<file path="config.mk">
export PLATFORM = sky130hd
export DESIGN_NAME = ps2_scan_decoder
export DESIGN_NICKNAME = d
export VERILOG_FILES = /design/src/rtl/ps2_scan_decoder.sv
export SDC_FILE = /design/constraint.sdc
export NUM_CORES = 1
export LEC_CHECK = 0
export ABC_AREA = 1
export CAP_MARGIN = 20
export CORE_MARGIN = 8
export CORE_UTILIZATION = 45
export DETAILED_ROUTE_END_ITERATION = 8
export GPL_ROUTABILITY_DRIVEN = 0
export PLACE_DENSITY = 0.68
export SKIP_CTS_REPAIR_TIMING = 1
export SLEW_MARGIN = 25
export SYNTH_ARGS = -nofsm -noshare
export SYNTH_HDL_FRONTEND = slang
export SYNTH_SLANG_ARGS = --single-unit
</file>
<file path="constraint.sdc">
create_clock -name clk -period 2.2 [get_ports clk]
set_input_delay 0.22 -clock clk [delete_from_list [all_inputs] [get_ports clk]]
set_output_delay 0.22 -clock clk [all_outputs]
set_load 0.05 [all_outputs]
</file>
<file path="src/rtl/ps2_scan_decoder.sv">
// PS/2 scan-code decoder: pops bytes from the receiver FIFO, folds E0/F0 prefixes,
// tracks the held key, maps makes to ASCII and counts presses. Optional macro: PS2_SHIFT_EN.
module ps2_scan_decoder #(
    parameter int CNT_W = 8
) (
    input  logic             clk,
    input  logic             clrn,
    input  logic [7:0]       kbd_data,
    input  logic             kbd_ready,
    output logic             kbd_nextdata_n,
    output logic [7:0]       key_code,
    output logic             key_ext,
    output logic [7:0]       key_ascii,
    output logic             key_held,
    output logic             key_event,
    output logic             key_break,
    output logic [CNT_W-1:0] press_count
);

    typedef enum logic [1:0] {IDLE, POP, SETTLE} state_t;

    state_t           state_q, state_d;
    logic [7:0]       byte_q, byte_d;
    logic             ext_q, ext_d;
    logic             brk_q, brk_d;
    logic [7:0]       key_code_q, key_code_d;
    logic             key_ext_q, key_ext_d;
    logic [7:0]       key_ascii_q, key_ascii_d;
    logic             key_held_q, key_held_d;
    logic             key_event_q, key_event_d;
    logic             key_break_q, key_break_d;
    logic [CNT_W-1:0] press_count_q, press_count_d;
    logic [7:0]       held_code_q, held_code_d;
    logic             held_ext_q, held_ext_d;
    logic             same_key;
    logic             shift_any;

`ifdef PS2_SHIFT_EN
    logic shift_l_q, shift_l_d;
    logic shift_r_q, shift_r_d;
    assign shift_any = shift_l_q | shift_r_q;
`else
    assign shift_any = 1'b0;
`endif

    // Set-2 make code to ASCII; extended codes are never mapped.
    function automatic logic [7:0] map_ascii(input logic [7:0] code, input logic ext,
                                             input logic upper);
        logic [7:0] a;
        a = 8'h00;
        if (!ext) begin
            case (code)
                8'h1C: a = 8'h61; 8'h32: a = 8'h62; 8'h21: a = 8'h63; 8'h23: a = 8'h64;
                8'h24: a = 8'h65; 8'h2B: a = 8'h66; 8'h34: a = 8'h67; 8'h33: a = 8'h68;
                8'h43: a = 8'h69; 8'h3B: a = 8'h6A; 8'h42: a = 8'h6B; 8'h4B: a = 8'h6C;
                8'h3A: a = 8'h6D; 8'h31: a = 8'h6E; 8'h44: a = 8'h6F; 8'h4D: a = 8'h70;
                8'h15: a = 8'h71; 8'h2D: a = 8'h72; 8'h1B: a = 8'h73; 8'h2C: a = 8'h74;
                8'h3C: a = 8'h75; 8'h2A: a = 8'h76; 8'h1D: a = 8'h77; 8'h22: a = 8'h78;
                8'h35: a = 8'h79; 8'h1A: a = 8'h7A;
                8'h45: a = 8'h30; 8'h16: a = 8'h31; 8'h1E: a = 8'h32; 8'h26: a = 8'h33;
                8'h25: a = 8'h34; 8'h2E: a = 8'h35; 8'h36: a = 8'h36; 8'h3D: a = 8'h37;
                8'h3E: a = 8'h38; 8'h46: a = 8'h39;
                8'h29: a = 8'h20; 8'h5A: a = 8'h0D;
                default: a = 8'h00;
            endcase
        end
        if (upper && (a >= 8'h61) && (a <= 8'h7A)) begin
            a = a - 8'h20;
        end
        return a;
    endfunction

    always_ff @(posedge clk or negedge clrn) begin
        if (!clrn) begin
            state_q <= IDLE;
        end else begin
            state_q <= state_d;
        end
    end

    always_comb begin
        state_d = state_q;
        unique case (state_q)
            IDLE:    if (kbd_ready) state_d = POP;
            POP:     state_d = SETTLE;
            SETTLE:  state_d = IDLE;
            default: state_d = IDLE;
        endcase
    end

    // The pop strobe is decoded straight from the state so reset releases it at once.
    always_comb begin
        kbd_nextdata_n = (state_q != POP);
    end

    assign same_key = key_held_q && (held_code_q == byte_q) && (held_ext_q == ext_q);

    always_comb begin
        byte_d        = byte_q;
        ext_d         = ext_q;
        brk_d         = brk_q;
        key_code_d    = key_code_q;
        key_ext_d     = key_ext_q;
        key_ascii_d   = key_ascii_q;
        key_held_d    = key_held_q;
        key_event_d   = 1'b0;
        key_break_d   = key_break_q;
        press_count_d = press_count_q;
        held_code_d   = held_code_q;
        held_ext_d    = held_ext_q;
`ifdef PS2_SHIFT_EN
        shift_l_d     = shift_l_q;
        shift_r_d     = shift_r_q;
`endif
        if ((state_q == IDLE) && kbd_ready) begin
            byte_d = kbd_data;
        end
        if (state_q == POP) begin
            if (byte_q == 8'hE0) begin
                ext_d = 1'b1;
            end else if (byte_q == 8'hF0) begin
                brk_d = 1'b1;
`ifdef PS2_SHIFT_EN
            end else if ((byte_q == 8'h12) || (byte_q == 8'h59)) begin
                if (byte_q == 8'h12) shift_l_d = ~brk_q;
                else                 shift_r_d = ~brk_q;
                ext_d = 1'b0;
                brk_d = 1'b0;
`endif
            end else begin
                key_code_d  = byte_q;
                key_ext_d   = ext_q;
                key_break_d = brk_q;
                key_event_d = 1'b1;
                ext_d       = 1'b0;
                brk_d       = 1'b0;
                if (brk_q) begin
                    if (same_key) begin
                        key_held_d  = 1'b0;
                        key_ascii_d = 8'h00;
                    end
                end else if (!same_key) begin
                    key_held_d    = 1'b1;
                    held_code_d   = byte_q;
                    held_ext_d    = ext_q;
                    key_ascii_d   = map_ascii(byte_q, ext_q, shift_any);
                    press_count_d = press_count_q + CNT_W'(1);
                end
            end
        end
    end

    always_ff @(posedge clk or negedge clrn) begin
        if (!clrn) begin
            byte_q        <= 8'h00;
            ext_q         <= 1'b0;
            brk_q         <= 1'b0;
            key_code_q    <= 8'h00;
            key_ext_q     <= 1'b0;
            key_ascii_q   <= 8'h00;
            key_held_q    <= 1'b0;
            key_event_q   <= 1'b0;
            key_break_q   <= 1'b0;
            press_count_q <= '0;
            held_code_q   <= 8'h00;
            held_ext_q    <= 1'b0;
`ifdef PS2_SHIFT_EN
            shift_l_q     <= 1'b0;
            shift_r_q     <= 1'b0;
`endif
        end else begin
            byte_q        <= byte_d;
            ext_q         <= ext_d;
            brk_q         <= brk_d;
            key_code_q    <= key_code_d;
            key_ext_q     <= key_ext_d;
            key_ascii_q   <= key_ascii_d;
            key_held_q    <= key_held_d;
            key_event_q   <= key_event_d;
            key_break_q   <= key_break_d;
            press_count_q <= press_count_d;
            held_code_q   <= held_code_d;
            held_ext_q    <= held_ext_d;
`ifdef PS2_SHIFT_EN
            shift_l_q     <= shift_l_d;
            shift_r_q     <= shift_r_d;
`endif
        end
    end

    assign key_code    = key_code_q;
    assign key_ext     = key_ext_q;
    assign key_ascii   = key_ascii_q;
    assign key_held    = key_held_q;
    assign key_event   = key_event_q;
    assign key_break   = key_break_q;
    assign press_count = press_count_q;

endmodule

</file>
**After elaboration in Yosys (flattened, before gate mapping)**

Memories as Yosys holds them, arrays and structs flattened.
Index checks and enable logic that the tools add are counted.

- Flip-flop bits (word level): 49
- Memory bits (read-only): 896
- Word-level logic and storage cells: 54
- Input bits: 11
- Output and inout bits: 29
- Memories: 1

- Multiplexer cells: 16
- Equality and inequality tests: 10
- Reductions and logical operators: 9
- Bitwise operators: 4
- Add/subtract/negate cells: 1

Memories:

| memory | words | width | rd ports | clocked after Yosys merged registers in | write ports | RTL line | source |
|---|---|---|---|---|---|---|---|
| (name not given) | 128 | 7 | 1 | 0 | 0 | 52 | `case (code)` |

Operator list:

| kind | count |
|---|---|
| 8-bit 2-to-1 mux | 5 |
| 8-bit equality test (second input constant) | 2 |
| 5-bit AND reduction | 2 |
| 1-bit 2-to-1 mux | 9 |
| 8-bit by 1-bit adder with 8-bit output (second input constant) | 1 |
| 8-bit equality test | 1 |
| 2-bit != test (second input constant) | 3 |
| 2-bit by 1-bit != test with 1-bit output (second input constant) | 2 |
| 1-bit NOT | 4 |
| 2-bit one-hot mux with 2 select lines | 1 |
| 2-bit AND reduction | 2 |
| 1-bit logical AND | 3 |
| 3-bit AND reduction | 1 |
| 2-bit by 1-bit equality test with 1-bit output (second input constant) | 1 |
| 2-bit zero test | 1 |
| 2-bit 2-to-1 mux | 1 |
| 1-bit equality test | 1 |

**Longest topological paths before layout**

Gate-level depths: netlist of the first run.

- Depth after elaboration: 5
- Mapped depth: 15
- Depth with buffers taken out: 13

**Worst setup path after synthesis of the first run**

Ideal clock, no wire load.

- Path type: register to register
- Start point: register byte_q[3]
- End point: register key_ascii_q[2] (netlist: key_ascii[2])
- Path buffers: 2
- Setup time: 0.066 ns
- Data arrival time: 1.932 ns
- Path slack: 0.202 ns
- Clock period less this slack: 1.998 ns
- Stages on the path, launching flop included: 16
- Required time: 2.134 ns
- Cells stage by stage: dfrtp_1 inv_2 buf_4 buf_2 nand2_1 o21ai_0 nor2_1 nand2_1 nor3_1 nand4_1 ha_1 inv_1 nand3_2 nor2_2 nand3_1 nand2_1

- Cells in the longest elaborated chain, start to end: 5
- Elaborated cells on any way between the ends: 15
- Those cells by class: eq/ne: 5; mux: 4; bitwise: 2; reduce/logical: 3; memory: 1

RTL lines:

| item | RTL line | source |
|---|---|---|
| from (decl) | 23 | `logic [7:0] byte_q, byte_d;` |
| from (signal assigned) | 172 | `byte_q <= byte_d;` |
| memory 128 x 7 bit or 8-bit equality test (tied branches) | -- |  |
| 8-bit 2-to-1 mux or 1-bit logical AND (tied branches) | 52, 96 |  |
| 8-bit 2-to-1 mux or 1-bit logical AND (tied branches) | 51, 96 |  |
| 8-bit 2-to-1 mux, or another cell as far along | 142 | `end else if (!same_key) begin` |
| 8-bit 2-to-1 mux or 5-bit AND reduction (tied branches) | -- |  |
| to (signal assigned) | 177 | `key_ascii_q <= key_ascii_d;` |
| to (decl) | 28 | `logic [7:0] key_ascii_q, key_ascii_d;` |

Several ways; a longest one is shown, not always the timed one. The select of a mux whose other input is x is not followed.
A chain may end at the register's enable or synchronous reset.

**Worst setup path in the final report of the first run**

- Start point: register byte_q[1]
- End point: register press_count_q[6] (netlist: press_count[6])

- Cells in the longest elaborated chain, start to end: 5
- Elaborated cells on any way between the ends: 9
- Those cells by class: eq/ne: 3; bitwise: 3; reduce/logical: 3

RTL lines:

| item | RTL line | source |
|---|---|---|
| 8-bit equality test | 96 | `assign same_key = key_held_q && (held_code_q == byte_q) && (held_ext_q == ext_q);` |
| 1-bit logical AND (2 in series) | 96 |  |
| 1-bit NOT (no source line) | -- |  |
| 5-bit AND reduction (no source line) * | -- |  |
| to (signal assigned) | 181 | `press_count_q <= press_count_d;` |
| to (decl) | 32 | `logic [CNT_W-1:0] press_count_q, press_count_d;` |

Mark *: on every way between the ends. The rest lies on a longest branch, timed or not.

==> flow_metrics.tcl, run 1 <==
set metrics [dict create \
    dp_hpwl_um 5400 \
    cp.required_ns 2.40 \
    wirelength_um 7310 \
    hold_path.class "primary input to asynchronous set/reset pin" \
    cp_top_family "simple AND/OR/NAND/NOR gates" \
    chipWidth_um 95.9 \
    synth_top_area_frac 0.418 \
    path_buf_inv 2 \
    drc 0 \
    overflow 0 \
    routed-wl-met3_um 358 \
    fin_total_pwr_mw 4.50 \
    drtPass1Iterations 5 \
    worstPathCellList "clkinvlp_4 -> buf_4 -> ha_1 -> nand2_1 -> nor2_1 -> nand2_2 -> nand2_4 -> nor2_8 -> nand2_8 -> nor2_8 -> nand2_1 -> nand2_1 -> nand2_1" \
    p_leak_nw 1.72 \
    powerDensity_mw_per_mm2 1270 \
    clock_sinks 48 \
    dieArea_mm2 0.00919 \
    path_class "flop to flop" \
    rows 29 \
    top_layer_used "met4" \
    boundaryPins 40 \
    arrival_ns 2.24 \
    start_util 0.457 \
    tightest_slew_ns 0.575 \
    grt.total_usage 0.169 \
    yosys_warnings 0 \
    finish.utilization 0.564 \
    instances_no_fill 507 \
    dp_cells 495 \
    viasPerCell 5.21 \
    slew_headroom 0.617 \
    nNetsFinal 449 \
    max_cap_viol_count 0 \
    cp-start-kind "flop" \
    io_buffers 38 \
    clockRootBuffer "clkbuf_8" \
    crit_path_top_delay_cell "dfrtp_1" \
    grt_pass1_wl_um 12400 \
    core_area_mm2 0.00628 \
    cts_buffer_depth 2 \
    cts_buffers 5 \
    area_growth_pct 23.3 \
    fillers 597 \
    wl_met1_um 3250 \
    die_h_um 95.9 \
    path_max_fanout 12 \
    clk_latency_ns 0.30 \
    yosysTopAreaCell "dfrtp_1" \
    outcome "finished clean" \
    grt_pass1_vias 2653 \
    dp_slack_ns 0.0509 \
    routedWlPerCell_um 14.4 \
    clk_pin_slew_ns 0.09 \
    avgSynthCellArea_um2 7.57 \
    postSynthNetCount 399 \
    drive_gt1_frac 0.128 \
    drtAntennaViolNets 0 \
    grt_max_degree 26 \
    worst_slack_ns 0.156 \
    period_minus_slack_ns 2.04 \
    dr.first_iter.drc_count 135 \
    fin_crit_sh 0.929 \
    critPathCaptureType "flop" \
    met2_length_um 3510 \
    finClkSkew_ns 0.00676 \
    antenna_found_initial 0 \
    vias 2644 \
    diodes 0 \
    drv_slew 0 \
    synthesis.area_mm2 0.00287 \
    cpMostUsedCell "nand2_1" \
    htree_levels 2 \
    synthCells 379 \
    synth_ff_type "dfrtp_1" \
    cts_tree "done" \
    max_stage_delay_ns 0.39 \
    yosys-top-cells-area "dfrtp_1 42%, nand2_1 18%, o21ai_0 6.1%" \
    max_freq_ghz 0.489 \
    irDropWorstVdd_mv 0.742 \
    synth-edff-count 0 \
    synth_seq_area_share 0.418 \
    async_flop_share 1.00 \
    hold_viol 0 \
    setup_viol 0 \
    ys_ff_latch 48 \
    synth.distinct_cells 37 \
]
## Yosys cell counts, types with 2 or more instances
cell and number:
a21oi_1 8, buf_2 6, buf_4 4, clkinv_1 3
dfrtp_1 48, ha_1 9, inv_1 26, inv_2 4
nand2_1 140, nand2_2 2, nand3_1 21, nand3_2 2
nand4_1 5, nor2_1 26, nor2_2 2, nor2_4 2
nor2_8 2, nor3_1 3, o21ai_0 35, o21ai_2 9
xnor2_1 4, xor2_1 3
## report_power, final
part	internal (mW)	leakage [nW]	switching (mW)
registers	1.18	0.615	0.251
clock network	0.337	0.0552	0.286
logic	0.831	1.05	1.61
## sequential cells by signal (all words and copies together) (netlist names)
name and cells:
held_ext_q 1, byte_q 8, key_ascii 7, brk_q 1, key_break 1, press_count 8, held_code_q 8, key_held 1
state_q 2, key_event 1, ext_q 1, key_ext 1, key_code 8
## cell type report
type                    instances  area, um2  share of cell area
multi-input cells             286       1470               0.416
clock buffers                   6       72.6              0.0205
repair buffers                 55        531               0.150
flip-flops and latches         48       1200               0.340
well taps                      77       96.3              0.0272
clock inverters                 2       35.0             0.00990
inverters                      33        130              0.0368
## path summary, 6_finish.rpt
path | end | start | cells past startpoint | slack, ns
min reg2reg | key_code[1] | key_code[1] | 2 | 0.49
min | key_ascii[6] | clrn | 2 | 0.45
min in group clk | byte_q[1] | kbd_data[1] | 3 | 0.49
max in group asynchronous | ext_q | clrn | 3 | 1.21
max | press_count[6] | byte_q[1] | 13 | 0.16
max reg2reg | press_count[6] | byte_q[1] | 13 | 0.16
## per-stage QoR
| step | hold WS, ns | instance area, um2 | TNS (ns) |
|---|---|---|---|
| 5_1_grt | 0.498 | 3540 | -0.00372 |
| 2_1_floorplan | -0.0756 | 2870 | 0 |
| 6_report | 0.445 | 3540 | 0 |
| 3_5_place_dp | 0.249 | 3380 | 0 |
| 3_3_place_gp | 0.248 | 3380 | 0 |
| 4_1_cts | -0.0802 | 3480 | 0 |
## kinds of logic (layout without fill, tap and decap cells)
kind of cell    count (synthesis)  after routing  synth area share
compound gates                 58             58             0.117
other cells                     1              1           0.00131
xor+xnor                        7              7            0.0214
buf+inv                        46             96            0.0763
flops                          48             48             0.418
simple gates                  210            211             0.326
fa+ha+maj                       9              9            0.0392
## layout by cell type, fill, tap and decap left out, types with 2 or more instances in the layout
master and instances:
buf_4 14, o21ai_0 35, dfrtp_1 47, nand3_1 21, clkbuf_8 5, nor2_4 3
inv_2 4, nand2_2 2, xor2_1 3, nor2_1 26, ha_1 9, nand4_1 5
xnor2_1 4, buf_12 2, clkdlybuf4s50_1 37, inv_1 25, nand2_4 2, nor3_1 2
clkinv_1 2, nand3_2 2, nor2_8 2, o21ai_2 9, nand2_1 140, a21oi_1 8
## per-layer routing
metal / vias to the layer above / track usage
met3: 20 / 0.0390
met5: - / 0
met1: 1232 / 0.208
met4: 0 / 0.0819
li1: 1319 / -
met2: 73 / 0.275
## worst reg2reg max path, delay by kind of cell (launching register included)
| family | cells | cell delay [ns] |
|---|---|---|
| adder cells (fa/ha/maj) | 1 | 0.23 |
| buffers and inverters | 2 | 0.34 |
| flip-flops | 1 | 0.39 |
| AND/OR/NAND/NOR | 10 | 0.99 |
Note: power is estimated with default switching activity, not from simulation.
==> inputs of run 2 (changes only) <==
clock period = 1.9 ns   (was 2.2 ns; I/O delays follow)
==> run 2 against run 1 <==
Against the previous run: worst hold slack got worse by 0.47 ns; die area unchanged; worst setup slack worse by 0.080 ns; the flow now finishes with violations (hold timing); final cell count grew 3.0%.
==> flow_metrics.tcl, run 2 (synthesized netlist as in run 1, its figures left out) <==
set metrics [dict create \
    drc 0 \
    rows 29 \
    instances_no_fill 522 \
    cp.required_ns 2.14 \
    io_buffers 38 \
    switching_share 0.486 \
    pwr-share-comb 0.584 \
    violations "hold timing" \
    intPower_mw 2.73 \
    pwr-share-clk 0.109 \
    viasPerCell 5.14 \
    overflow 0 \
    grt.total_usage 0.168 \
    multiInputGateArea_mm2 0.00153 \
    power_frac_seq 0.308 \
    cts_tree "done" \
    dr.first_iter.drc_count 141 \
    dp_hpwl_um 5720 \
    final_cell_mix "138 x nand2_1, 47 x dfrtp_1, 36 x clkdlybuf4s50_1" \
    slew_headroom 0.593 \
    clk_pin_slew_ns 0.08 \
    seq_area_mm2 0.00120 \
    final_common_cell "nand2_1" \
    hold_viol 48 \
    clockRootBuffer "clkbuf_8" \
    path_max_fanout 4 \
    critPathCaptureType "flop" \
    arrival_ns 2.06 \
    drtAntennaViolNets 0 \
    antenna_found_initial 0 \
    fillers 577 \
    clk_latency_ns 0.30 \
    hold_ws_ns -0.0220 \
    nNetsFinal 465 \
    start_util 0.457 \
    finalSetupTns_ns 0 \
    wirelength_um 7630 \
    p_leak_nw 1.79 \
    hold_path.class "primary input to asynchronous set/reset pin" \
    rsz0062_at_grt "true" \
    routedWlPerCell_um 14.6 \
    fin_crit_sh 0.960 \
    drtPass1Iterations 4 \
    clock_sinks 48 \
    max_cap_viol_count 0 \
    cp-start-kind "flop" \
    outcome "finished, violations left" \
    finClkSkew_ns 0.00784 \
    period_minus_slack_ns 1.82 \
    dieArea_mm2 0.00919 \
    vias 2681 \
    max_freq_ghz 0.548 \
    chipWidth_um 95.9 \
    p_sw_mw 2.58 \
    cts_buffer_depth 2 \
    setup_viol 0 \
    core_area_mm2 0.00628 \
    path_class "flop to flop" \
    grt_pass1_vias 2566 \
    tightest_slew_ns 0.611 \
    irDropWorstVdd_mv 0.846 \
    htree_levels 2 \
    dp_cells 507 \
    cts_buffers 5 \
    diodes 0 \
    drv_slew 0 \
    grt_max_degree 49 \
    grt_pass1_wl_um 12200 \
    area_growth_pct 27.9 \
    boundaryPins 40 \
    drive_gt1_frac 0.184 \
    powerDensity_mw_per_mm2 1440 \
    die_h_um 95.9 \
]
-- run 2: cell types whose count changed in the layout (fill, tap and decap cells not counted), moves of 2 or more --
cell | previous run | this run
o21ai_1 | 1 | 5
o21ai_0 | 35 | 31
nand2_1 | 140 | 138
inv_2 | 4 | 6
buf_4 | 14 | 33
ha_1 | 9 | 7
inv_1 | 25 | 23
-- run 2: worst paths after layout --
path / startpoint / to / slack (ns) / cells past startpoint
hold reg to reg: key_ascii[1] / key_ascii[1] / 0.49 / 2
hold / removal: clrn / press_count[2] / -0.02 / 2
max in group asynchronous: clrn / key_held / 1.48 / 2
setup / recovery: byte_q[7] / key_ascii[0] / 0.08 / 10
min in group clk: kbd_data[6] / byte_q[6] / 0.45 / 3
setup reg to reg: byte_q[7] / key_ascii[0] / 0.08 / 10
-- run 2: power by group through the flow --
stage / registers, mW / clock network, mW / logic [mW]
after floorplan: 2.30 / 0 / 1.31
after global placement: 1.64 / 0 / 2.88
after detailed placement: 1.65 / 0 / 2.92
after CTS: 1.63 / 0.594 / 2.93
after global routing: 1.68 / 0.635 / 3.37
final: 1.63 / 0.577 / 3.10
-- run 2: routing by layer --
metal	wire length, um	track usage
met5	0	0
met4	106	0.0627
met3	354	0.0296
met2	3750	0.274
met1	3430	0.217
-- run 2: final cells by class --
| type | instances | area share |
|---|---|---|
| multi-input cells | 286 | 0.417 |
| inverters | 33 | 0.0348 |
| repair buffers | 71 | 0.172 |
| clock inverters | 2 | 0.00341 |
| clock buffers | 5 | 0.0187 |
| flip-flops and latches | 48 | 0.327 |
| well taps | 77 | 0.0262 |
-- run 2: through the flow --
step	setup slack (ns)	total power, mW	util	cell area, um2
final	0.0764	5.31	0.585	3670
after detailed placement	-0.0188	4.57	0.552	3460
after global placement	0.0475	4.52	0.552	3460
after CTS	-0.0586	5.16	0.564	3540
after global routing	-0.0966	5.68	0.585	3670
after floorplan	-0.0431	3.61	-	2900
-- run 2: worst max-delay path, stage by stage (launching register included) --
cell and delay [ns]:
dfrtp_1 0.40, inv_1 0.09, nor2_1 0.06, nor4b_2 0.29, nand4_1 0.19, ha_4 0.26
inv_4 0.07, nand4_1 0.15, nor2_1 0.13, nand2_1 0.07, nand2_1 0.06
